## src/rtl/seg7_pkg.sv

```systemverilog
// Shared constants for the multiplexed 7-segment driver: hex segment table, blank pattern and
// parameter bounds.
package seg7_pkg;

    localparam int unsigned N_DIG_MIN    = 1;
    localparam int unsigned N_DIG_MAX    = 8;
    localparam int unsigned PRESCALE_MIN = 2;
    localparam int unsigned PRESCALE_MAX = 1 << 20;

    localparam logic [6:0] SEG_OFF = 7'b1111111;

    // Active-low gfedcba patterns, entry 15 (F) first so that SEG_TABLE[n] is nibble n.
    localparam logic [15:0][6:0] SEG_TABLE = {
        7'b0001110, 7'b0000110, 7'b0100001, 7'b1000110,
        7'b0000011, 7'b0001000, 7'b0010000, 7'b0000000,
        7'b1011000, 7'b0000010, 7'b0010010, 7'b0011001,
        7'b0110000, 7'b0100100, 7'b1111001, 7'b1000000
    };

endpackage

```

## src/rtl/hex7seg.sv

```systemverilog
// Combinational hex nibble to active-low 7-segment (gfedcba) decoder.
module hex7seg
    import seg7_pkg::*;
(
    input  logic [3:0] i_nib,
    output logic [6:0] o_seg
);

    assign o_seg = SEG_TABLE[i_nib];

endmodule

```

## src/rtl/seg7_mux_driver.sv

```systemverilog
// Time-multiplexed 7-segment driver with shadow register and anti-ghost blanking.
// Optional leading-zero suppression is compiled in with SEG7_LEADING_ZERO_BLANK_EN.
module seg7_mux_driver
    import seg7_pkg::*;
#(
    parameter int unsigned N_DIG    = 4,
    parameter int unsigned PRESCALE = 50000
) (
    input  logic               clk,
    input  logic               rst,
    input  logic [4*N_DIG-1:0] A,
    input  logic [N_DIG-1:0]   DP,
    input  logic               load,
    output logic [6:0]         L,
    output logic               H,
    output logic [N_DIG-1:0]   Dig
);

    localparam int unsigned CNT_W = (PRESCALE > 2) ? $clog2(PRESCALE) : 1;
    localparam int unsigned IDX_W = (N_DIG > 1) ? $clog2(N_DIG) : 1;

    if (N_DIG < N_DIG_MIN || N_DIG > N_DIG_MAX) begin : g_bad_n_dig
        $error("seg7_mux_driver: N_DIG must be in 1..8");
    end
    if (PRESCALE < PRESCALE_MIN || PRESCALE > PRESCALE_MAX) begin : g_bad_prescale
        $error("seg7_mux_driver: PRESCALE must be in 2..2^20");
    end

    logic [CNT_W-1:0]   r_cnt;
    logic [IDX_W-1:0]   r_idx;
    logic [4*N_DIG-1:0] r_a;
    logic [N_DIG-1:0]   r_dp;
    logic [6:0]         r_l;
    logic               r_h;
    logic [N_DIG-1:0]   r_dig;

    logic               w_tick;
    logic [3:0]         w_nib;
    logic               w_dp;
    logic [N_DIG-1:0]   w_dig;
    logic [6:0]         w_seg;
    logic [6:0]         w_l;

    assign w_tick = (r_cnt == CNT_W'(PRESCALE - 1));

    always_comb begin
        w_nib = 4'h0;
        w_dp  = 1'b0;
        w_dig = '1;
        for (int k = 0; k < N_DIG; k++) begin
            if (r_idx == IDX_W'(k)) begin
                w_nib    = r_a[4*k +: 4];
                w_dp     = r_dp[k];
                w_dig[k] = 1'b0;
            end
        end
    end

    hex7seg u_hex7seg (
        .i_nib (w_nib),
        .o_seg (w_seg)
    );

`ifdef SEG7_LEADING_ZERO_BLANK_EN
    logic w_zero_run;
    logic w_blank_lz;

    // Walk down from the top digit; a digit is suppressed while everything from it upward is 0.
    always_comb begin
        w_zero_run = 1'b1;
        w_blank_lz = 1'b0;
        for (int k = N_DIG - 1; k >= 1; k--) begin
            w_zero_run = w_zero_run && (r_a[4*k +: 4] == 4'h0);
            if (r_idx == IDX_W'(k)) begin
                w_blank_lz = w_zero_run;
            end
        end
    end

    assign w_l = w_blank_lz ? SEG_OFF : w_seg;
`else
    assign w_l = w_seg;
`endif

    always_ff @(posedge clk) begin
        if (rst) begin
            r_cnt <= '0;
            r_idx <= '0;
            r_a   <= '0;
            r_dp  <= '0;
            r_l   <= SEG_OFF;
            r_h   <= 1'b1;
            r_dig <= '1;
        end else begin
            if (w_tick) begin
                r_cnt <= '0;
                r_idx <= (r_idx == IDX_W'(N_DIG - 1)) ? '0 : r_idx + IDX_W'(1);
            end else begin
                r_cnt <= r_cnt + CNT_W'(1);
            end

            if (load) begin
                r_a  <= A;
                r_dp <= DP;
            end

            // The cycle after tick is blanked so the old digit never shows under the new enable.
            if (w_tick) begin
                r_l   <= SEG_OFF;
                r_h   <= 1'b1;
                r_dig <= '1;
            end else begin
                r_l   <= w_l;
                r_h   <= ~w_dp;
                r_dig <= w_dig;
            end
        end
    end

    assign L   = r_l;
    assign H   = r_h;
    assign Dig = r_dig;

endmodule

```

## config.mk

```make
export PLATFORM = sky130hd
export DESIGN_NAME = seg7_mux_driver
export DESIGN_NICKNAME = d
export VERILOG_FILES = /design/src/rtl/seg7_pkg.sv /design/src/rtl/hex7seg.sv /design/src/rtl/seg7_mux_driver.sv
export SDC_FILE = /design/constraint.sdc
export NUM_CORES = 1
export LEC_CHECK = 0
export ABC_CLOCK_PERIOD_IN_PS = 2900
export BUFFER_PORTS_ARGS = -buffer_cell sky130_fd_sc_hd__buf_4
export CAP_MARGIN = 20
export CORE_MARGIN = 3
export CORE_UTILIZATION = 40
export DETAILED_ROUTE_END_ITERATION = 10
export HOLD_SLACK_MARGIN = 0.06
export PLACE_DENSITY = 0.6
export SLEW_MARGIN = 20
export SYNTH_ARGS = -nofsm -noshare
export SYNTH_HDL_FRONTEND = slang
export SYNTH_SLANG_ARGS = --single-unit
```

## constraint.sdc

```tcl
create_clock -name clk -period 2.9 [get_ports clk]
set_clock_uncertainty 0.15 [all_clocks]
set_input_delay 0.29 -clock clk [delete_from_list [all_inputs] [get_ports clk]]
set_output_delay 0.29 -clock clk [all_outputs]
set_load 0.02 [all_outputs]
```

# Yosys cells after proc, flatten, opt, wreduce, memory -nomap -nowiden
# Memory sizes are Yosys's and may differ from the RTL's. A register that Yosys moved wholly into a read port is not among the register bits.
# Index checks and enable logic that the tools add are counted.
op_classes:
  n_addsub: 2
  eq_ne: 4
  mux: 13
  n_bitwise: 1
  reduce_logical: 2
ops:
  columns: ["cell", "n"]
  rows:
  - ["$add 16x1->16 const B", 1]
  - ["$eq 16x16->1 const B", 1]
  - ["$mux 4", 4]
  - ["$mux 1", 8]
  - ["$eq 2x2->1 const B", 2]
  - ["$add 2x1->2 const B", 1]
  - ["$eq 2x1->1 const B", 1]
  - ["$logic_not 2->1", 1]
  - ["$mux 2", 1]
  - ["$reduce_or 2->1", 1]
  - ["$not 1->1", 1]
word_totals:
  regBits: 43
  mem_bits_ro: 112
  output_inout_bits: 12
  n_memories: 1
mem_list:
  columns: ["memory", "words", "word_bits", "rd", "rd_clocked_by_memory_dff", "wr", "line", "text"]
  rows:
  - ["(no name shown)", 16, 7, 1, 1, 0, "hex7seg.sv:9", "assign o_seg = SEG_TABLE[i_nib];"]

# Depth between registers and ports, before layout
# Gate-level depths: netlist of the first run.
depth:
  word_depth: 6
  mapped_depth: 12
  ltp_nobuf: 11

# Hierarchy
# A second synthesis of the first run with hierarchy kept.
unflattened:
  cells_unflattened: 249
  hier_area_um2: 2272.2
modules_own_cells:
  columns: ["module", "instances", "cells_each", "area_each_um2"]
  rows:
  - ["seg7_mux_driver", 1, 214, 2013.2]
  - ["hex7seg", 1, 35, 259.0]

# Worst setup path after synthesis of the first run
# Ideal clock, no wire load.
synth_timing:
  path_kind: "register to register"
  from: "reg r_idx[1]"
  to: "reg r_l[6], in the netlist L[6]"
  setup_ps: 136
  arrival_ps: 2094
  required_ps: 2614
  path_slack_ps: 520
  stages_incl_launch_ff: 11
  n_path_buf: 1
  cell_sequence: "dfxtp_1 inv_1 ha_1 buf_4 nand3b_1 a31oi_1 inv_1 ha_1 mux2_1 nand2_1 o211ai_2"
synth_via:
  elab_chain_len: 5
  elab_cells_between_ends: 8
synth_rtl:
  columns: ["item", "line", "text"]
  rows:
  - ["from (decl)", "seg7_mux_driver.sv:30", "logic [IDX_W-1:0] r_idx;"]
  - ["from (signal assigned)", "seg7_mux_driver.sv:97", "r_idx <= (r_idx == IDX_W'(N_DIG - 1)) ? '0 : r_idx + IDX_W'(1);"]
  - ["$logic_not 2->1", "seg7_mux_driver.sv:51", "if (r_idx == IDX_W'(k)) begin"]
  - ["$mux 4 (3 in a row)", "seg7_mux_driver.sv:51", null]
  - ["$mux 4 *", "seg7_mux_driver.sv:51", null]
  - ["to (decl)", "seg7_mux_driver.sv:33", "logic [6:0] r_l;"]
# Mark *: on every way between the ends. The rest lies on a longest branch, timed or not.
# A chain may end at the register's enable or synchronous reset.

# Worst setup path after layout of the first run
layout_timing:
  from: "reg r_idx[0]"
  to: "reg r_l[6], in the netlist L[6]"
# The elaborated chain is that of the path after synthesis.

==> impl_metrics.json, run 1 <==
{
  "core_mm2": 0.00527,
  "cts_sinks": 50,
  "crit_family": "adder cells",
  "fmax_mhz": 418,
  "postCtsSetupBuffers": 0,
  "final_nets": 303,
  "critPathBufInv": 1,
  "syn_area_mm2": 0.00225,
  "design_area_mm2": 0.00268,
  "post_cts_resized": 0,
  "critical_path.max_fanout": 13,
  "crit_top_cell": "ha_1",
  "grt_pass1_vias": 1577,
  "crit_arrival_ns": 2.43,
  "cp-end-kind": "register",
  "synth_edf_count": 0,
  "ys_seq_area_frac": 0.444,
  "cts_max_level": 2,
  "critPathLaunchType": "register",
  "num_rows": 26,
  "synth_cell_type_count": 43,
  "worst_ep_required_time_ns": 2.94,
  "dr_total_vias": 1640,
  "hold_path.class": "in2reg",
  "total_power_mw": 1.34,
  "clockBufferDepth": 2,
  "dp_cells": 332,
  "post_drt_wl_per_cell_um": 12.3,
  "portBuffers": 34,
  "power.density_mw_per_mm2": 500,
  "drv_slew": 0,
  "syn_avg_cell_area_um2": 9.58,
  "drt_iter0_markers": 139,
  "grt_max_degree": 26,
  "clk_latency_ns": 0.30,
  "place.gp.congestion": 0.773,
  "hpwl_um": 3080,
  "initial_core_util": 0.427,
  "setup_viol": 0,
  "instances_no_fill": 340,
  "fin_setup_tns_ns": 0,
  "synth_seq_cells": 50,
  "tightestPinTransition_ns": 0.613,
  "slowest_delay_ns": 0.50,
  "slew_headroom": 0.592,
  "worstSetupPathType": "reg2reg",
  "yosysWarnings": 0,
  "outcome": "finished clean",
  "critPathSlowestCell": "ha_1",
  "gr-total-overflow": 0,
  "io_pins": 35,
  "place_area_mm2": 0.00257,
  "period_share": 0.824,
  "drive_gt1_frac": 0.207,
  "numCtsBuffers": 5,
  "ir_worst_vdd_uv": 226,
  "antenna_found_initial": 0,
  "post-route-min-period_ns": 2.39,
  "post-route-drc-count": 0,
  "routed_wl_um": 4180,
  "synthCells": 235,
  "cts_root_buf": "clkbuf_8",
  "cts_tree": "built",
  "die_h_um": 81.0,
  "drt_first_pass_iters": 4,
  "max_cap_violations": 0,
  "ant_nets": 0,
  "synth_nets": 269,
  "hold_viol_final": 0,
  "via_per_inst": 4.82,
  "synth_ff_type": "dfxtp_1",
  "p_leak_nw": 1.11,
  "die-area_mm2": 0.00657,
  "grt_usage": 0.146,
  "grt_setup_unrepaired": "no",
  "diodes": 0,
  "grt_pass1_wl_um": 7420,
  "areaGrowthSynthToFinish_pct": 18.9,
  "path_cells": "ha_1, a211oi_1, a221oi_2, inv_1, ha_1, mux2_1, nand2_1, o211ai_2",
  "fp.dieW_um": 81.0,
  "holdBufCountCts": 0,
  "clkTransAtPathRegs_ns": 0.08,
  "async_flop_share": 0
}
## registers in the layout, indices dropped and copies added, names as in the netlist
register / count
r_a: 16
r_cnt: 16
L: 7
Dig: 4
r_dp: 4
r_idx: 2
H: 1
## path summary, 6_finish.rpt
path | start | to | slack [ns] | cells past startpoint
setup / recovery | r_idx[0] | L[6] | 0.51 | 8
hold / removal | A[6] | r_a[6] | 0.06 | 3
setup reg to reg | r_idx[0] | L[6] | 0.51 | 8
hold reg to reg | r_cnt[0] | r_cnt[0] | 0.30 | 1
## worst register-to-register path: cells and delay by family, from the launching register on
| family | cells | cell delay [ns] |
|---|---|---|
| AOI/OAI and AO/OA | 3 | 0.51 |
| adders and majority gates | 2 | 0.71 |
| and+or+nand+nor | 1 | 0.08 |
| DFF | 1 | 0.40 |
| buffers and inverters | 1 | 0.13 |
| muxes | 1 | 0.29 |
## per-stage QoR
stage	util	hold slack [ns]	setup WS, ns
after floorplan	-	0.268	0.520
after global placement	0.487	0.287	0.542
after detailed placement	0.487	0.292	0.525
after CTS	0.508	0.0620	0.509
after global routing	0.508	0.0843	0.276
final	0.508	0.0630	0.510
## report_power, final
part	internal (mW)	switching (mW)	leakage [nW]
sequential	0.717	0.0155	0.411
combinational	0.0759	0.0761	0.642
clock	0.241	0.214	0.0575
total	1.03	0.305	1.11
## metal layers
layer | share of wire | vias up | global-route usage
li1 | - | 858 | -
met1 | 0.53 | 749 | 0.215
met2 | 0.40 | 28 | 0.204
met3 | 0.049 | 5 | 0.0355
met4 | 0.018 | 0 | 0.0557
met5 | 0 | - | 0
## cells by family after synthesis
logic type,after synthesis,synth area share
xor+xnor,14,0.0544
buf+inv,19,0.0383
compound gates,19,0.0739
simple gates,97,0.216
flops,50,0.444
fa+ha+maj,11,0.0611
mux,25,0.112
## area by class of cell
cell class | instances | area (um^2)
inverters | 8 | 30.0
clock buffers | 8 | 110
flip-flops and latches | 50 | 1000
well taps | 70 | 87.6
multi-input cells | 166 | 1160
repair buffers | 38 | 285
fillers | 515 | 2590
## Yosys cell counts (2+ instances only)
cell type,count,area (um^2)
dfxtp_1,50,1000
o221ai_1,3,26.3
buf_2,2,10.0
mux2i_1,24,240
and3_1,2,12.5
nand4_1,3,18.8
buf_4,3,22.5
inv_1,8,30.0
xor2_1,8,70.1
nand2b_1,3,18.8
xnor2_1,6,52.6
nor2_1,41,154
a21oi_1,5,25.0
nand2_1,19,71.3
nor3b_2,2,25.0
ha_1,11,138
nand3b_1,5,37.5
a31oi_1,2,12.5
nor3_1,2,10.0
nand3_1,7,35.0
nor2b_1,3,18.8
clkbuf_1,5,18.8
## placed cells by master (no fill, tap or decap), types with 2 or more instances in the layout
master,synthesis,final
buf_4,3,38
mux2i_1,24,24
a31oi_1,2,2
nand3_1,7,7
ha_1,11,11
clkbuf_8,0,8
a21oi_1,5,5
and3_1,2,2
o221ai_1,3,3
nor3_1,2,2
inv_1,8,8
nor2b_1,3,3
nor3b_2,2,2
nand4_1,3,3
nand2_1,19,19
nand3b_1,5,5
xnor2_1,6,6
xor2_1,8,8
nand2b_1,3,3
nor2_1,41,41
dfxtp_1,50,50
(Power assumes the default switching activity.)
==> run 2, diff against run 1 <==
--- a/config.mk
+++ b/config.mk
@@ -5,14 +5,14 @@
 export SDC_FILE = /design/constraint.sdc
 export NUM_CORES = 1
 export LEC_CHECK = 0
-export ABC_CLOCK_PERIOD_IN_PS = 2900
+export ABC_CLOCK_PERIOD_IN_PS = 2100
 export BUFFER_PORTS_ARGS = -buffer_cell sky130_fd_sc_hd__buf_4
 export CAP_MARGIN = 20
 export CORE_MARGIN = 3
 export CORE_UTILIZATION = 40
 export DETAILED_ROUTE_END_ITERATION = 10
 export HOLD_SLACK_MARGIN = 0.06
-export PLACE_DENSITY = 0.6
+export PLACE_DENSITY = 0.62
 export SLEW_MARGIN = 20
 export SYNTH_ARGS = -nofsm -noshare
 export SYNTH_HDL_FRONTEND = slang
==> constraint.sdc (replaced) <==
create_clock -name clk -period 2.1 [get_ports clk]
set_clock_uncertainty 0.15 [all_clocks]
set_input_delay 0.21 -clock clk [delete_from_list [all_inputs] [get_ports clk]]
set_output_delay 0.21 -clock clk [all_outputs]
set_load 0.02 [all_outputs]
==> impl_metrics.json, run 2 (synthesis gave the netlist of run 1 again) <==
{
  "ant_nets": 0,
  "fp.dieW_um": 81.0,
  "initial_core_util": 0.427,
  "setup_ws_ns": -0.0255,
  "max_cap_violations": 0,
  "io_pins": 35,
  "grt_setup_unrepaired": "yes",
  "instances_no_fill": 392,
  "cp-end-kind": "register",
  "outcome": "finished, violations left",
  "antenna_found_initial": 0,
  "final_nets": 355,
  "whs_ns": 0.109,
  "numCtsBuffers": 5,
  "layout_common_cells": "buf_4 (65), dfxtp_1 (48), nor2_1 (41)",
  "period_share": 1.01,
  "drv_slew": 0,
  "worstSetupPathType": "reg2reg",
  "p_leak_nw": 1.39,
  "clockBufferDepth": 2,
  "critical_path.max_fanout": 6,
  "violations": "negative setup slack",
  "grt_max_degree": 26,
  "dr_total_vias": 1871,
  "crit_family": "buffers and inverters",
  "fmax_mhz": 470,
  "mostFrequentLayoutCell": "buf_4",
  "hold_path.class": "in2reg",
  "grt_pass1_wl_um": 8510,
  "areaGrowthSynthToFinish_pct": 46.9,
  "via_per_inst": 4.77,
  "fillers": 446,
  "tightestPinTransition_ns": 0.529,
  "critPathLaunchType": "register",
  "hold_viol_final": 0,
  "cts_max_level": 2,
  "hpwl_um": 3460,
  "ir_worst_vdd_uv": 391,
  "slowest_delay_ns": 0.37,
  "cts_root_buf": "clkbuf_8",
  "crit_top_cell": "buf_6",
  "post_drt_wl_per_cell_um": 12.8,
  "core_mm2": 0.00527,
  "clk_latency_ns": 0.30,
  "total_power_mw": 2.00,
  "grt_pass1_vias": 1795,
  "critPathBufInv": 3,
  "slew_headroom": 0.644,
  "diodes": 0,
  "routed_wl_um": 5000,
  "die_h_um": 81.0,
  "critPathSlowestCell": "dfxtp_4",
  "worst_ep_required_time_ns": 2.14,
  "post-route-min-period_ns": 2.13,
  "setup_viol": 4,
  "drt_iter0_markers": 44,
  "dp_cells": 356,
  "final_core_util": 0.628,
  "gr-total-overflow": 0,
  "power.density_mw_per_mm2": 603,
  "cts_sinks": 50,
  "die-area_mm2": 0.00657,
  "post-route-drc-count": 0,
  "place.gp.congestion": 0.796,
  "drt_first_pass_iters": 4,
  "clkTransAtPathRegs_ns": 0.09,
  "crit_arrival_ns": 2.17,
  "cts_tree": "built",
  "drive_gt1_frac": 0.345,
  "grt_usage": 0.167,
  "num_rows": 26,
  "fin_setup_tns_ns": -0.0663,
  "portBuffers": 34,
  "path_cells": "buf_6, ha_4, buf_6, nand3b_1, a311oi_2, buf_4, mux2_4, nand2_2, o211ai_2"
}
[run 2: area by class of cell]
type / count / area [um^2] / area share
clock buffers: 7 / 86.3 / 0.0261
repair buffers: 90 / 738 / 0.223
clock inverters: 1 / 30.0 / 0.00907
flip-flops and latches: 50 / 1010 / 0.305
multi-input cells: 166 / 1320 / 0.400
inverters: 8 / 35.0 / 0.0106
well taps: 70 / 87.6 / 0.0265
[run 2: power by group]
part / internal (mW) / switching [mW]
Sequential: 0.987 / 0.0225
Combinational: 0.162 / 0.129
Clock: 0.389 / 0.307
[run 2: per-stage QoR]
step	cell area [um^2]	setup slack [ns]
2_1_floorplan	2310	-0.0319
3_3_place_gp	2800	-0.0598
6_report	3310	-0.0255
3_5_place_dp	2800	-0.146
4_1_cts	3240	-0.0354
5_1_grt	3310	-0.153
[run 2: per-layer routing]
layer  global-route usage  up-vias  wire length [um]
met5                    0        -                 0
met4               0.0557        0                72
met3               0.0366        6               180
met2                0.279       37              2390
met1                0.214      863              2360
li1                     -      965                 -
[run 2: path summary, 6_finish.rpt]
path	startpoint	to	slack [ns]	cells after the start
min	rst	r_a[1]	0.11	2
max reg2reg	r_idx[0]	L[6]	-0.03	9
max	r_idx[0]	L[6]	-0.03	9
min reg2reg	r_cnt[0]	r_cnt[0]	0.30	1
[run 2: what timing repair did]
action | in CTS | in global routing
pin swaps | 6 | 3
cloned | 1 | 0
resized for setup | 18 | 9
endpoints found under the hold margin | 20 | 0
endpoints found under the setup margin | 6 | 5
hold buffers | 20 | 0
setup buffers | 3 | 5
